<file path="src/rtl/shifter_pkg.sv">
// shifter_pkg: FSM state type and shift-direction codes shared by the shifter blocks
package shifter_pkg;
    typedef enum logic [1:0] {IDLE, SHIFT, DONE} estado_t;
    localparam logic DIR_IZQ = 1'b0;
    localparam logic DIR_DER = 1'b1;
endpackage

</file>
<file path="src/rtl/shift_step.sv">
// shift_step: combinational one-position shift, left logical or right logical/arithmetic
module shift_step
    import shifter_pkg::*;
#(
    parameter int N = 8
) (
    input  logic [N-1:0] a,
    input  logic         dir,
    input  logic         arith,
    output logic [N-1:0] y,
    output logic         bit_out
);
    always_comb begin
        y       = (dir == DIR_IZQ) ? {a[N-2:0], 1'b0} : {arith & a[N-1], a[N-1:1]};
        bit_out = (dir == DIR_IZQ) ? a[N-1] : a[0];
    end
endmodule

</file>
<file path="src/rtl/shifter_secuencial.sv">
// shifter_secuencial: multi-position shifter iterating one shift_step per clock
module shifter_secuencial
    import shifter_pkg::*;
#(
    parameter int N  = 8,
    parameter int AW = $clog2(N) + 1
) (
    input  logic          clk,
    input  logic          rst,
    input  logic          start,
    input  logic          dir,
    input  logic          arith,
    input  logic [N-1:0]  data_in,
    input  logic [AW-1:0] amount,
    output logic [N-1:0]  data_out,
    output logic          carry_out,
    output logic          busy,
    output logic          done
);
    estado_t       state;
    logic [AW-1:0] cnt, cnt_ini;
    logic          dir_q, arith_q, step_bit;
    logic [N-1:0]  step_y;
    always_comb cnt_ini = (amount > AW'(N)) ? AW'(N) : amount;
    shift_step #(.N(N)) u_step (
        .a(data_out), .dir(dir_q), .arith(arith_q), .y(step_y), .bit_out(step_bit)
    );
    always_ff @(posedge clk or posedge rst) begin
        if (rst) begin
            state     <= IDLE;
            data_out  <= '0;
            carry_out <= 1'b0;
            busy      <= 1'b0;
            done      <= 1'b0;
            cnt       <= '0;
            dir_q     <= DIR_IZQ;
            arith_q   <= 1'b0;
        end else begin
            case (state)
                IDLE: if (start) begin
                    data_out  <= data_in;
                    dir_q     <= dir;
                    arith_q   <= arith;
                    carry_out <= 1'b0;
                    cnt       <= cnt_ini;
                    busy      <= 1'b1;
                    done      <= (cnt_ini == '0);
                    state     <= (cnt_ini == '0) ? DONE : SHIFT;
                end
                SHIFT: begin
                    data_out  <= step_y;
                    carry_out <= step_bit;
                    cnt       <= cnt - 1'b1;
                    done      <= (cnt == AW'(1));
                    state     <= (cnt == AW'(1)) ? DONE : SHIFT;
                end
                DONE: begin
                    done  <= 1'b0;
                    busy  <= 1'b0;
                    state <= IDLE;
                end
                default: state <= IDLE;
            endcase
        end
    end
endmodule
</file>
<file path="config.mk">
export PLATFORM = sky130hd
export DESIGN_NAME = shifter_secuencial
export DESIGN_NICKNAME = d
export VERILOG_FILES = /design/src/rtl/shifter_pkg.sv /design/src/rtl/shift_step.sv /design/src/rtl/shifter_secuencial.sv
export SDC_FILE = /design/constraint.sdc
export NUM_CORES = 1
export LEC_CHECK = 0
export CAP_MARGIN = 25
export CELL_PAD_IN_SITES_DETAIL_PLACEMENT = 0
export CELL_PAD_IN_SITES_GLOBAL_PLACEMENT = 1
export CORE_ASPECT_RATIO = 1.75
export CORE_MARGIN = 2
export CORE_UTILIZATION = 37
export DETAILED_ROUTE_END_ITERATION = 8
export PLACE_DENSITY_LB_ADDON = 0.1
export SYNTH_ARGS = -nofsm -noshare
export SYNTH_HDL_FRONTEND = slang
export SYNTH_SLANG_ARGS = --single-unit
export TNS_END_PERCENT = 5
</file>
<file path="constraint.sdc">
create_clock -name clk -period 2 [get_ports clk]
set_clock_uncertainty 0.1 [all_clocks]
set_input_delay 0.3 -clock clk [delete_from_list [all_inputs] [get_ports clk]]
set_output_delay 0.3 -clock clk [all_outputs]
set_load 0.02 [all_outputs]
</file>
==> Word level (Yosys, flattened, before mapping) <==
Cells that the tools add are included.
{ "totals": {"input_bits": 17, "regBits": 19, "word_cells": 41, "output_inout_bits": 11} }
{ "op_classes": {"add_sub_neg": 1, "n_eq_ne": 4, "magnitude_cmp": 1, "n_mux": 17, "reduce_logical": 9, "bitwise_logic": 1} }
{ "ops": {"columns": ["op", "count"], "rows": [
  ["2-to-1 mux 8 bit", 2],
  ["one-hot mux 8 bit (2 select lines)", 1],
  ["2-to-1 mux 4 bit", 2],
  ["one-hot mux 4 bit (2 select lines)", 1],
  ["AND reduction 2 bit", 4],
  ["2-to-1 mux 2 bit", 3],
  ["== test 4 x 1 -> 1 bit, second input constant", 1],
  ["> comparator 4 bit, second input constant", 1],
  ["zero test 4 bit", 1],
  ["2-to-1 mux 1 bit", 4],
  ["one-hot mux 1 bit (2 select lines)", 2],
  ["one-hot mux 2 bit (2 select lines)", 1],
  ["nonzero test 2 bit", 2],
  ["subtractor 4 x 1 -> 4 bit, second input constant", 1],
  ["one-hot mux 1 bit (3 select lines)", 1],
  ["nonzero test 3 bit", 1],
  ["== test 2 x 1 -> 1 bit, second input constant", 1],
  ["== test 2 bit, second input constant", 1],
  ["zero test 2 bit", 1],
  ["!= test 2 bit, second input constant", 1],
  ["AND 1 bit", 1]
]} }

==> Longest topological paths before layout <==
{ "depth": {"depth_word": 6, "mapped_depth": 7} }

==> Hierarchy <==
Synthesis repeated with hierarchy kept, for this count alone.
{ "unflattened": {"hier_cells": 113, "area_unflattened_um2": 1159.9} }
{ "modules_own_cells": {"columns": ["mod", "cells_per_inst", "area_each_um2", "seq_area_each_um2", "n_inst"], "rows": [
  ["shifter_secuencial", 101, 1022.2, 475.5, 1],
  ["shift_step", 12, 137.6, 0.0, 1]
]} }

==> Least setup slack after synthesis <==
No wires, ideal clock.
{ "synth_path": {"path_kind": "reg-to-reg", "start": "register state[0]", "end": "register data_out[5]", "stages_incl_launch_ff": 7, "setup_time_ns": 0.118, "required_time_ns": 1.782, "arrival_time_ns": 1.411, "setup_slack_ns": 0.371, "cell_sequence": "dfrtp_1 -> inv_1 -> ha_1 -> mux2i_4 -> buf_6 -> a211oi_2 -> a21o_1"} }
{ "synth_via": {"elab_chain_cells": 3, "elab_cells_between_ends": 6} }
{ "synth_rtl": {"columns": ["element", "line", "source"], "rows": [
  ["start: declaration", "shifter_secuencial.sv:20", "estado_t state;"],
  ["start signal: assignment", "shifter_secuencial.sv:48", "state <= (cnt_ini == '0) ? DONE : SHIFT;"],
  ["start signal: assignment", "shifter_secuencial.sv:55", "state <= (cnt == AW'(1)) ? DONE : SHIFT;"],
  ["== test 2 x 1 -> 1 bit / zero test 2 bit (equally long branches)", "shifter_secuencial.sv:39", "case (state)"],
  ["nonzero test 2 bit (no line) / != test 2 bit (equally long branches)", null, null],
  ["AND reduction 2 bit (no line)", null, null],
  ["end signal: assignment", "shifter_secuencial.sv:41", "data_out <= data_in;"],
  ["end signal: assignment", "shifter_secuencial.sv:51", "data_out <= step_y;"],
  ["end: declaration", "shifter_secuencial.sv:15", "output logic [N-1:0] data_out,"]
]} }
Several ways; a longest one is shown, not always the timed one.
A chain may end at the register's enable or synchronous reset.

==> Final worst setup path <==
{ "layout_path": {"start": "register state[0]", "end": "register data_out[7]"} }
Same word-level chain as after synthesis.

==> reports/results.ini <==
[status]
status=complete, no violations

[critical_path]
critPathArrivalTime_ns=1.80
startpoint_type=flop
slowest_delay_ns=0.41
worstSetupEndpointType=flop
reg2reg_from=state[0]
worst-path-stages=6
rr_endpoint=data_out[7]
crit_type=reg2reg
crit_required_ns=2.05
crit_family=flip-flops
cp_max_fo=25
worst-path-buf-inv=2
worst_r2r_path_depth=6
slowest_stage=dfrtp_1
r2r_slack_ns=0.25
worstPathCellList=inv_1 -> ha_1 -> mux2i_4 -> buf_12 -> nor2_1 -> a22o_1

[clock_tree]
cts_buffers=3
cts-root-buf=clkbuf_8
htree_levels=1
cts_max_path_buffers=2
cts_setup_buffers=0
insertion_delay_ns=0.26
clock_sinks=19
cts.clk_slew.worst_paths_ns=0.07
hold_buffers=0
cts_tree=built
cts_resized=0

[sta]
setup_ws_ns=0.252
max_clock_freq_ghz=0.572
timing.setup.tns_ns=0
fin_crit_ns=1.75
max_slew_margin=0.539
worstMarginPinSlew_ns=0.686
hold_viol=0
finalMaxSlewViolations=0
rsz0062_at_grt=false
post-route-period-util=0.874
setup_viol=0

[floorplanning]
coreArea_sq_um=3070
dieArea_sq_um=3650
num_rows=27
die_y_um=78.5
start_util=0.381
die_w_um=46.6
io_pins=28

[logic_synthesis]
synth_enable_flop_cells=0
syn_inst=112
synthTopCellsByArea=dfrtp_1 41%, ha_1 6.4%, mux2i_1 6.0%
synth_top_area_frac=0.406
synth.cell_area_sq_um=1170
ys_ff_latch=19
async_flop_share=1.00
synth_fp_nets=135
yosys_warnings=0
synthFlopType=dfrtp_1
ys_types=37
post_synth.cell_area_avg_sq_um=10.5
seq_area_frac_synth=0.406
yosysTopAreaCell=dfrtp_1

[placement]
dp_hpwl_mm=1.81
pre_cts_ws_ns=0.0729
gp_congestion=0.745
port_buffers=27
dp_cells=179

[grt]
grt_pass1_vias=971
grt_first_pass_wirelength_mm=4.31
grt_antenna_before_repair=0
grt-ovfl-total=0
track_usage=0.157
grt_max_degree=26

[cells_and_area]
diodes=0
final_cells=183
drive_gt1_frac=0.129
synthToLayoutAreaGrowth_pct=29.3
fin_util=0.493
final_common_cell=clkdlybuf4s50_1
fill_cells=295
nNetsFinal=164
mostFrequentLayoutCells=27 x clkdlybuf4s50_1, 19 x dfrtp_1, 11 x nor2_1

[detailed_routing]
ant_nets=0
remaining_drc_errors=0
first_pass_iters=4
drt_wl_total_mm=2.44
vias_per_cell=5.16
drt_iter0_drc=10
vias=944
routedWlPerCell_um=13.3

[min_path]
hold_class=in2async

[pwr]
ir_drop_mv=0.665
power_mw=2.63
powerDensity_nw_per_um2=1730
p_leak_nw=0.662

[run]
drv_cap=0

registers in the layout, summed over array words and instances (netlist names):
register,flops
arith_q,1
state,2
cnt,4
data_out,8
carry_out,1
busy,1
dir_q,1
done,1
layer usage:
| layer | routed length (um) | vias up | share of wire | GRT usage |
|---|---|---|---|---|
| li1 | - | 460 | - | - |
| met1 | 1080 | 458 | 0.44 | 0.198 |
| met2 | 1260 | 21 | 0.52 | 0.258 |
| met3 | 55 | 5 | 0.023 | 0.0207 |
| met4 | 46 | 0 | 0.019 | 0.0600 |
| met5 | 0 | - | 0 | 0 |
cells in the mapped netlist, drive strengths merged, types with 2 or more instances:
master and count:
nor3b 2, ha 6, o22a 2, nor2 11, a21o 6, a31oi 3, nand3 4, nor2b 2
dfrtp 19, buf 4, inv 6, nor3 2, mux2 3, nand2b 2, a21oi 3, nand2 6
a211oi 6, clkbuf 3, a21boi 2, mux2i 8
power by group:
group	internal (mW)	total, mW	switching [mW]
registers	0.581	0.797	0.215
logic	0.808	1.56	0.752
clock network	0.139	0.271	0.133
total	1.53	2.63	1.10
stage by stage:
step	hold slack, ns	cell area [sq um]
global route	0.292	1520
CTS	0.279	1520
global placement	0.375	1470
finish	0.264	1520
floorplan	0.151	1170
detailed placement	0.387	1470
tightest hold or removal path, cell delays in order:
cell and delay (ns):
clkdlybuf4s50_1 0.40, inv_1 0.05, buf_4 0.26
cells by family after synthesis:
logic type                 Yosys count  share of synthesized area
and+or+nand+nor                     34                      0.149
AOI/OAI and AO/OA                   29                      0.195
DFF                                 19                      0.406
buffers and inverters               13                     0.0779
muxes                               11                      0.108
adders and majority gates            6                     0.0640
how the worst max path moves through the flow:
stage	slack, ns	to	start
floorplan	0.37	data_out[5]	state[0]
global placement	0.08	state[0]	amount[0]
detailed placement	0.07	state[0]	amount[0]
CTS	0.23	data_out[2]	state[0]
global route	0.14	data_out[2]	state[1]
finish	0.25	data_out[7]	state[0]
area by class of cell:
type                       count  area (sq um)  share of cell area
inverter                       6          22.5              0.0149
multi-input combinational     80           606               0.399
clock inverter                 1          5.00             0.00330
clock buffer                   3          41.3              0.0272
timing repair buffer          31           313               0.206
tap                           43          53.8              0.0355
sequential                    19           475               0.314
(Power assumes the default switching activity.)
